===== config.mk =====
export PLATFORM = sky130hd
export DESIGN_NAME = mul_sequencer
export DESIGN_NICKNAME = d
export VERILOG_FILES = /design/src/rtl/mul_sequencer.sv
export SDC_FILE = /design/constraint.sdc
export NUM_CORES = 1
export LEC_CHECK = 0
export CORE_MARGIN = 8
export CORE_UTILIZATION = 35
export DETAILED_ROUTE_END_ITERATION = 10
export PLACE_DENSITY = 0.79
export SLEW_MARGIN = 20
export SYNTH_ARGS = -nofsm -noshare
export SYNTH_HDL_FRONTEND = slang
export SYNTH_SLANG_ARGS = --single-unit
export TNS_END_PERCENT = 100

===== constraint.sdc =====
create_clock -name clk -period 1.59 [get_ports clk]
set_input_delay 0.2385 -clock clk [delete_from_list [all_inputs] [get_ports clk]]
set_output_delay 0.2385 -clock clk [all_outputs]
set_load 0.02 [all_outputs]

===== src/rtl/mul_sequencer.sv =====
// Sequencer for a shift-and-add multiply on a bit-slice datapath: LOAD Q, clear the
// high half, run 64 or 32 add/pass-and-shift steps, then pulse done.
module mul_sequencer (
  input  logic        clk,
  input  logic        reset,
  input  logic        start,
  input  logic        abort,
  input  logic [3:0]  ra,
  input  logic [3:0]  rb,
  input  logic        m32,
  input  logic        q0,
  input  logic [12:0] iss_step,
  output logic [8:0]  Ialu,
  output logic [3:0]  A,
  output logic [3:0]  B,
  output logic        C0,
  output logic        mode32,
  output logic [12:0] Iss,
  output logic        nCEM,
  output logic        nCEN,
  output logic        busy,
  output logic        done
);

  typedef enum logic [2:0] {
    S_IDLE  = 3'd0,
    S_LOAD  = 3'd1,
    S_CLEAR = 3'd2,
    S_STEP  = 3'd3,
    S_DONE  = 3'd4
  } state_t;

  localparam logic [8:0] IALU_NOP   = 9'o117;
  localparam logic [8:0] IALU_LOADQ = 9'o037;
  localparam logic [8:0] IALU_CLR   = 9'o344;
  localparam logic [8:0] IALU_ADDAB = 9'o401;
  localparam logic [8:0] IALU_ADDZB = 9'o403;

  state_t     state_q, state_d;
  logic [5:0] cnt_q, cnt_d;
  logic [3:0] ra_q, ra_d;
  logic [3:0] rb_q, rb_d;
  logic       m32_q, m32_d;

  // State, step counter and latched operands.
  always_ff @(posedge clk) begin
    if (reset) begin
      state_q <= S_IDLE;
      cnt_q   <= 6'd0;
      ra_q    <= 4'd0;
      rb_q    <= 4'd0;
      m32_q   <= 1'b0;
    end else begin
      state_q <= state_d;
      cnt_q   <= cnt_d;
      ra_q    <= ra_d;
      rb_q    <= rb_d;
      m32_q   <= m32_d;
    end
  end

  // Next-state logic; abort beats any pending start, so nothing is latched.
  always_comb begin
    state_d = state_q;
    cnt_d   = cnt_q;
    ra_d    = ra_q;
    rb_d    = rb_q;
    m32_d   = m32_q;
    if (abort) begin
      state_d = S_IDLE;
      cnt_d   = 6'd0;
    end else begin
      case (state_q)
        S_IDLE: begin
          if (start) begin
            state_d = S_LOAD;
            ra_d    = ra;
            rb_d    = rb;
            m32_d   = m32;
            cnt_d   = m32 ? 6'd31 : 6'd63;
          end else begin
            state_d = S_IDLE;
          end
        end
        S_LOAD:  state_d = S_CLEAR;
        S_CLEAR: state_d = S_STEP;
        S_STEP: begin
          if (cnt_q == 6'd0) begin
            state_d = S_DONE;
          end else begin
            cnt_d = cnt_q - 6'd1;
          end
        end
        S_DONE:  state_d = S_IDLE;
        default: begin
          state_d = S_IDLE;
          cnt_d   = 6'd0;
        end
      endcase
    end
  end

  // Output decode from registered state; only q0 and iss_step feed through in STEP.
  always_comb begin
    Ialu   = IALU_NOP;
    A      = ra_q;
    B      = rb_q;
    C0     = 1'b0;
    mode32 = m32_q;
    Iss    = 13'd0;
    nCEM   = 1'b1;
    nCEN   = 1'b1;
    busy   = 1'b1;
    done   = 1'b0;
    case (state_q)
      S_IDLE: begin
        A    = ra;
        B    = rb;
        busy = 1'b0;
      end
      S_LOAD:  Ialu = IALU_LOADQ;
      S_CLEAR: Ialu = IALU_CLR;
      S_STEP: begin
        Ialu = q0 ? IALU_ADDAB : IALU_ADDZB;
        Iss  = iss_step;
        nCEN = (cnt_q == 6'd0) ? 1'b0 : 1'b1;
      end
      S_DONE:  done = 1'b1;
      default: busy = 1'b0;
    endcase
  end

endmodule


* Word level (Yosys, flattened, before mapping)
Index checks and enable logic that the tools add are counted.
Storage, ports and cells: word-level logic and storage cells 38, flip-flop bits (word level) 18, input port bits 27, output and inout bits 36
Cells by class: equality and inequality tests 7, mux-type cells 16, bitwise operators 2, add/subtract/negate cells 1, reduce and logical (&&, ||, !) cells 7
Operators with widths (number):
- case mux 9 bit (3 select lines) | 1
- 2-to-1 mux 6 bit | 3
- case mux 6 bit (3 select lines) | 1
- 2-to-1 mux 13 bit | 1
- case mux 3 bit (4 select lines) | 1
- 2-to-1 mux 4 bit | 2
- equality test 3 x 2 -> 1 bit (second input constant) | 2
- logical NOT 6 bit | 1
- != test 2 bit (second input constant) | 3
- AND reduction 3 bit | 2
- subtractor 6 x 1 -> 6 bit (second input constant) | 1
- 2-to-1 mux 1 bit | 5
- OR reduction 4 bit | 1
- equality test 3 x 1 -> 1 bit (second input constant) | 1
- equality test 3 bit (second input constant) | 1
- logical NOT 3 bit | 1
- 2-to-1 mux 3 bit | 1
- OR reduction 3 bit | 1
- 2-to-1 mux 2 bit | 1
- NOT 1 bit | 2
- OR reduction 2 bit | 1

* Logic depth before layout (Yosys ltp)
Gate-level depths: netlist of the first run.
word-level depth 4, mapped depth 6, mapped depth without buffers 6

* Least setup slack after synthesis of the first run
Ideal clock, no wire load.
kind reg2out, from reg state_q[2], to out Ialu[7], data arrival time 1.318 ns, required time 1.351 ns, slack 0.033 ns, cell stages (with the launch flop) 5, path buffers 1, cells stage by stage dfxtp_1 nand2b_1 or2_2 inv_1 buf_4
Between the ends: cells in the longest elaborated chain, start to end 2, elaborated cells between the ends (all ways) 4, those cells by class 3 x eq/ne; 1 x mux
Ends and longest elaborated chain:
- from (decl) | line 39 | state_t state_q, state_d;
- from (signal assigned) | line 54 | state_q <= state_d;
- equality test 3 x 2 -> 1 bit or equality test 3 x 1 -> 1 bit (tied branches) | line 115 | case (state_q)
- case mux 9 bit (3 select lines) * | line 115
- to (decl) | line 13 | output logic [8:0] Ialu,
Mark *: on every way between the ends. The rest lies on a longest branch, timed or not.

* Worst setup path in the final report of the first run
from reg state_q[0], to out B[2]
Between the ends: cells in the longest elaborated chain, start to end 2
Ends and longest elaborated chain:
- logical NOT 3 bit | line 115
- 2-to-1 mux 4 bit | line 115
- to (decl) | line 15 | output logic [3:0] B,
Every way passes these cells.

==> metrics.md, run 1 <==
| Metric | Value |
|---|---|
| Detailed Route WL | 5149 um |
| Diode insertion count for antenna repair | 0 |
| Average cell area after synthesis | 7.871 um^2 |
| Final setup margin | -176.1 ps |
| Post-detailed-route via-to-cell ratio | 5.098 |
| Number of instances in the synthesized netlist | 148 |
| Maximum capacitance violations | 0 |
| Initial Util | 35.75% |
| Class of the worst hold path | reg2reg |
| Total Power Consumption | 0.001220 W |
| Number of enable flip-flop cells after synthesis | 0 |
| Width of the die | 73.69 um |
| Count of cell types in the netlist | 42 |
| Final Setup Violations | 40 |
| Delay of the slowest cell on the worst path | 370 ps |
| Violated checks | setup timing |
| Most frequent cell on the critical path | sky130_fd_sc_hd__buf_6 |
| Routed via count | 1509 |
| Core area | 0.003258 mm^2 |
| Number of detailed-routing iterations run before antenna repair | 4 |
| Post-route clock period utilization | 111.1% |
| Total number of yosys warnings | 0 |
| Cells traversed along the worst timing path | nor3_4 -> buf_6 -> mux2_4 -> buf_6 |
| Share of synthesized area occupied by flip-flops and latches | 30.93% |
| CP arrival | 1530 ps |
| Post-route setup TNS | -4493 ps |
| Global-route wire length before repair | 6534 um |
| Vertical die dimension | 73.69 um |
| Antenna violations before repair | 0 |
| Final Hold Viols | 0 |
| Top-Level Pins | 63 |
| TritonCTS clock tree | built |
| Detailed Route Iter0 Violations | 65 |
| Area overhead of the layout relative to synthesis | 112.8% |
| Category of the worst setup path capture point | output port |
| Gp weighted congestion | 0.9214 |
| Classification of the worst setup path | reg2out |
| Hold_ws | 485.8 ps |
| Routed len/inst | 17.40 um |
| Number of standard-cell rows in the floorplan | 21 |
| Vias in the first global route | 1367 |
| DR DRC count | 0 |
| Largest clock skew in the final design | 4.203 ps |
| Clock Path Buffers | 2 |
| Total global-route track usage | 15.37% |
| Primary FF master, synth | sky130_fd_sc_hd__dfxtp_1 |
| Slew Viols, Final | 0 |
| Number of buffers added on ports | 60 |
| Antenna violation net count after detailed routing | 0 |
| Area of combinational cells with multiple inputs | 894.6 um^2 |
| Setup crit start kind | flip-flop |
| Sequential cell area | 371.6 um^2 |
| FILL cells | 238 |
| Level count of the clock H-tree | 1 |
| Total power divided by cell area | 492.4 mW/mm^2 |
| Highest-count cells in the layout ignoring fill and taps | sky130_fd_sc_hd__buf_6, sky130_fd_sc_hd__buf_4, sky130_fd_sc_hd__clkdlybuf4s50_1 |
| Status | finished, violations left |
| Die Outline Area | 0.005430 mm^2 |
| Clock tree root driver cell | sky130_fd_sc_hd__clkbuf_4 |
| Achievable clock frequency | 566.2 MHz |
| Static power due to leakage | 1.099 nW |
| Proportion of synthesized flip-flops having asynchronous set or reset | 0% |
| Highest fanout seen on the critical path | 5 |
| Clock transition at the registers of the reported paths | 100 ps |
| Pin count of the biggest net entering global routing | 13 |
| HPWL after detailed placement | 3130 um |
| Unrepaired setup endpoints after global routing | yes |
| TritonCTS sink count | 18 |
| Crit path max-delay cell type | sky130_fd_sc_hd__dfxtp_4 |
| Gr ovfl total | 0 |
| Peak supply drop | 400.4 uV |
| Fin nets | 280 |
| Area of the mapped netlist | 0.001165 mm^2 |
| Fraction of layout cells with a size suffix above 1 | 58.00% |
| Flop and latch count out of synthesis | 18 |
| Syn_nets | 176 |
| Endpoint required time on the critical path | 1350 ps |
| Final core utilization | 76.08% |
| Minimum clock period | 1766 ps |
| Leading cell type in the layout, fill and taps excluded | sky130_fd_sc_hd__buf_6 |
| Insertion delay of the later-clocked pin in the worst-skew pair | 300 ps |
| Number of buffers inserted during clock tree synthesis | 3 |
layout make-up:
class	instances	area share, %
sequential	18	14.99
tap	46	2.322
multi-input combinational	114	36.09
clock buffer	3	0.9086
inverter	5	0.9591
timing repair buffer	110	44.72
state kept, by name (all words and copies together), names as in the netlist:
register / cells
cnt_q: 6
ra_q: 4
rb_q: 4
state_q: 3
mode32: 1
Yosys cell counts (2+ instances only):
library cell,number,area (um^2)
sky130_fd_sc_hd__dfxtp_1,18,360.4
sky130_fd_sc_hd__nand2_1,17,63.81
sky130_fd_sc_hd__and2_1,14,87.58
sky130_fd_sc_hd__o21ai_0,12,60.06
sky130_fd_sc_hd__a21oi_1,11,55.05
sky130_fd_sc_hd__nor2_1,9,33.78
sky130_fd_sc_hd__mux2_2,8,90.09
sky130_fd_sc_hd__clkbuf_1,5,18.77
sky130_fd_sc_hd__inv_1,4,15.01
sky130_fd_sc_hd__nor3_1,4,20.02
sky130_fd_sc_hd__buf_4,3,22.52
sky130_fd_sc_hd__nor4_1,3,18.77
sky130_fd_sc_hd__o21a_1,3,22.52
sky130_fd_sc_hd__o22ai_1,3,18.77
sky130_fd_sc_hd__or2_2,3,18.77
sky130_fd_sc_hd__a31o_2,2,17.52
sky130_fd_sc_hd__buf_2,2,10.01
sky130_fd_sc_hd__conb_1,2,7.510
sky130_fd_sc_hd__nand2b_1,2,12.51
layer usage:
layer / GRT usage, % / share of wire [%]
met5: 0 / 0
met4: 6.874 / 1.9
met3: 4.638 / 8.2
met2: 27.26 / 51
met1: 16.17 / 39
through the flow:
stage,setup slack (ps),area (um^2),instances
6_report,-176.1,2479,296
5_1_grt,-232.1,2479,296
4_1_cts,-217.7,2044,283
3_5_place_dp,-316.4,2009,274
3_3_place_gp,-268.4,2009,274
2_1_floorplan,33.06,1165,148
power breakdown:
group | switching (W) | leakage (nW) | internal (W) | total (W)
logic | 0.000216 | 0.935 | 0.000285 | 0.000500
clock network | 0.000144 | 0.0138 | 0.0000884 | 0.000233
registers | 0.0000176 | 0.150 | 0.000470 | 0.000487
path summary, 6_finish.rpt:
check | start | to | slack, ps | cells past startpoint
hold / removal | ra_q[0] | ra_q[0] | 490 | 2
hold reg to reg | ra_q[0] | ra_q[0] | 490 | 2
setup / recovery | state_q[0] | B[2] | -180 | 4
setup reg to reg | state_q[1] | mode32 | -170 | 7
worst max-delay path, delay by kind of cell (launching register included):
kind	cells	cell delay, ps
buf+inv	2	310
flops	1	370
mux	1	310
simple gates	1	230
cells by family (layout without fill, tap and decap cells):
kind of cell               count (synthesis)  in the layout  synth area share, %
AOI/OAI and AO/OA                         39             39                21.38
buffers and inverters                     17            118                7.303
muxes                                      8              8                7.734
DFF                                       18             18                30.93
adders and majority gates                  1              1                1.074
and+or+nand+nor                           63             64                30.93
other                                      2              2               0.6447
timing repair:
item,in CTS,in global routing
gates cloned,3,2
pin swaps,7,33
setup endpoints to repair,46,47
hold buffers,0,0
setup buffers,4,11
resized for setup,162,107
Note: power is estimated with default switching activity, not from simulation.
==> inputs of run 2 (changes only) <==
--- a/config.mk
+++ b/config.mk
@@ -6,10 +6,10 @@
 export NUM_CORES = 1
 export LEC_CHECK = 0
 export CORE_MARGIN = 8
-export CORE_UTILIZATION = 35
+export CORE_UTILIZATION = 36
+export CTS_BUF_LIST = sky130_fd_sc_hd__clkbuf_2 sky130_fd_sc_hd__clkbuf_4 sky130_fd_sc_hd__clkbuf_8
 export DETAILED_ROUTE_END_ITERATION = 10
-export PLACE_DENSITY = 0.79
-export SLEW_MARGIN = 20
+export PLACE_DENSITY = 0.81
 export SYNTH_ARGS = -nofsm -noshare
 export SYNTH_HDL_FRONTEND = slang
 export SYNTH_SLANG_ARGS = --single-unit
==> run 2 against run 1 <==
  * The run still ends with setup timing left
  * Via count rose by 8.2%
  * Core utilization rose by 5.0 points
  * Cell count fell by 2.4%
  * First-iteration DRC count rose by 120%
  * Maximum frequency fell by 5.3%
  * Die area fell by 2.2%
  * Largest cell class unchanged
  * Largest power group unchanged
  * Highest routed layer unchanged
==> metrics.md, run 2 (synthesized netlist as in run 1, its figures left out) <==
| Metric | Value |
|---|---|
| Number of cells on the worst hold path | 2 (unchanged) |
| Quantity of hold-fixing buffers added after cts | 0 (unchanged) |
| Slew Viols, Final | 0 (unchanged) |
| Class of the worst hold path | reg2reg |
| Worst reg2reg endpoint | rb_q[0] |
| Worst setup slack for register-to-register paths | -270 ps (-100 ps) |
| Clock tree root driver cell | sky130_fd_sc_hd__clkbuf_4 |
| Core area | 0.003078 mm^2 (-5.5%) |
| Total global-route track usage | 16.96% (+1.6 points) |
| Die Outline Area | 0.005312 mm^2 (-2.2%) |
| Vertical die dimension | 72.89 um (-1.1%) |
| Routed len/inst | 21.90 um (+26%) |
| Initial Util | 37.85% (+2.1 points) |
| Post-route setup TNS | -6409 ps (-1916 ps) |
| Final setup margin | -274.4 ps (-98.29 ps) |
| Hold_ws | 495.8 ps (+10.08 ps) |
| Minimum clock period | 1864 ps (+98.29 ps) |
| Antenna violation net count after detailed routing | 0 (unchanged) |
| Highest fanout seen on the critical path | 6 (+1) |
| Largest registers | cnt_q (6), ra_q (4), rb_q (4) |
| Width of the die | 72.89 um (-1.1%) |
| Highest-count cells in the layout ignoring fill and taps | sky130_fd_sc_hd__buf_6, sky130_fd_sc_hd__buf_4, sky130_fd_sc_hd__clkdlybuf4s50_1 |
| TritonCTS sink count | 18 (unchanged) |
| Pin count of the biggest net entering global routing | 18 (+5) |
| Insertion delay of the later-clocked pin in the worst-skew pair | 290 ps (about the same) |
| Status | finished, violations left |
| Launch instance of the worst min-delay path | rb_q[2] |
| TritonCTS clock tree | built |
| Achievable clock frequency | 536.4 MHz (-5.3%) |
| FILL cells | 169 (-29%) |
| Number of buffers added on ports | 60 (unchanged) |
| Setup crit start kind | flip-flop |
| Post-route clock period utilization | 117.3% (+6.2 points) |
| Number of detailed-routing iterations run before antenna repair | 4 (unchanged) |
| Most frequent cell on the critical path | sky130_fd_sc_hd__buf_6 |
| Total power divided by cell area | 502.1 mW/mm^2 (+2.0%) |
| Gr ovfl total | 0 (unchanged) |
| Flip-flop count of the largest register, all copies and words added | 6 (unchanged) |
| Vias in the first global route | 1409 (+3.1%) |
| Routed via count | 1632 (+8.2%) |
| Cells traversed along the worst timing path | buf_6 -> buf_6 -> or4b_4 -> buf_8 -> nor2_8 -> nand2_1 -> a21oi_1 |
| Final Hold Viols | 0 (unchanged) |
| Final non-filler cell total | 289 (-2.4%) |
| Final core utilization | 81.10% (+5.0 points) |
| Endpoint required time on the critical path | 1810 ps (+460 ps) |
| Maximum capacitance violations | 0 (unchanged) |
| Category of the worst setup path capture point | flip-flop |
| Fin nets | 275 (-1.8%) |
| Leading cell type in the layout, fill and taps excluded | sky130_fd_sc_hd__buf_6 |
| Post-detailed-route via-to-cell ratio | 5.647 (+11%) |
| Crit path max-delay cell type | sky130_fd_sc_hd__or4b_4 |
| Final Setup Violations | 44 (+10%) |
| Fraction of layout cells with a size suffix above 1 | 60.41% (+2.4 points) |
| CP arrival | 2090 ps (+560 ps) |
| Top reg by flops | cnt_q |
| Inst Count DP | 270 (-1.5%) |
| DR DRC count | 0 (unchanged) |
| Static power due to leakage | 1.080 nW (-1.7%) |
| Level count of the clock H-tree | 1 (unchanged) |
| Worst hold endpoint | rb_q[2] |
| HPWL after detailed placement | 3115 um (-0.50%) |
| Unrepaired setup endpoints after global routing | yes |
| Worst Setup Slack post-DPL | -293.1 ps (+23.28 ps) |
| Largest clock skew in the final design | 3.312 ps (-0.8903 ps) |
| Detailed Route Iter0 Violations | 142 (+120%) |
| Reg2Reg Launch Point | state_q[1] |
| Diode insertion count for antenna repair | 0 (unchanged) |
| Global-route wire length before repair | 7217 um (+10%) |
| Antenna violations before repair | 0 (unchanged) |
| Gp weighted congestion | 0.8843 (-4.0%) |
| Peak supply drop | 437.0 uV (+9.1%) |
| Classification of the worst setup path | reg2reg |
| Detailed Route WL | 6328 um (+23%) |
| Top-Level Pins | 63 (unchanged) |
| Number of standard-cell rows in the floorplan | 20 (-4.8%) |
| Violated checks | setup timing |
| Clock Path Buffers | 2 (unchanged) |
| Area overhead of the layout relative to synthesis | 114.3% |
| Clock transition at the registers of the reported paths | 110 ps (about the same) |
| Worst r2r path cells | 7 (unchanged) |
| Number of buffers inserted during clock tree synthesis | 3 (unchanged) |
| Delay of the slowest cell on the worst path | 600 ps (+230 ps) |
-- run 2: per-stage QoR --
stage / power, W / cell area [um^2]
6_report: 0.001253 / 2496
5_1_grt: 0.001296 / 2496
4_1_cts: 0.001182 / 2186
3_5_place_dp: 0.0008675 / 1992
3_3_place_gp: 0.0008576 / 1992
2_1_floorplan: 0.0006729 / 1165
-- run 2: what timing repair did --
item,CTS,global route
resized for setup,205,80
buffers inserted,7,7
gates cloned,3,1
pin swaps,14,20
endpoints found under the setup margin,46,49
-- run 2: worst max-delay path: cells and delay by family (launching register included) --
| family | cells | cell delay, ps |
|---|---|---|
| buf+inv | 3 | 410 |
| compound gates | 1 | 170 |
| flops | 1 | 360 |
| simple gates | 3 | 860 |
-- run 2: worst max-delay path by stage --
stage          startpoint       to  slack [ps]
2_1_floorplan  state_q[2]  Ialu[7]          30
3_3_place_gp   state_q[0]     B[2]        -260
3_5_place_dp   state_q[0]     B[1]        -290
4_1_cts        state_q[2]     B[2]        -150
5_1_grt        state_q[1]  rb_q[0]        -320
6_report       state_q[1]  rb_q[0]        -270
-- run 2: final cells by class --
cell class	instances	area, um^2	area share, %
clock buffers	3	22.52	0.9023
inverters	5	23.77	0.9524
multi-input cells	114	935.9	37.49
flip-flops and latches	18	370.4	14.84
well taps	44	55.05	2.206
repair buffers	105	1089	43.61
-- run 2: routing by layer --
metal / wire (um) / track usage (%)
met5: 0 / 0
met4: 212 / 4.222
met3: 417 / 3.159
met2: 3321 / 30.72
met1: 2377 / 19.72
-- run 2: power by group --
group	internal [W]	switching, W
Sequential	0.000469	0.0000193
Clock	0.0000882	0.000147
Combinational	0.000284	0.000246
Total	0.000842	0.000412
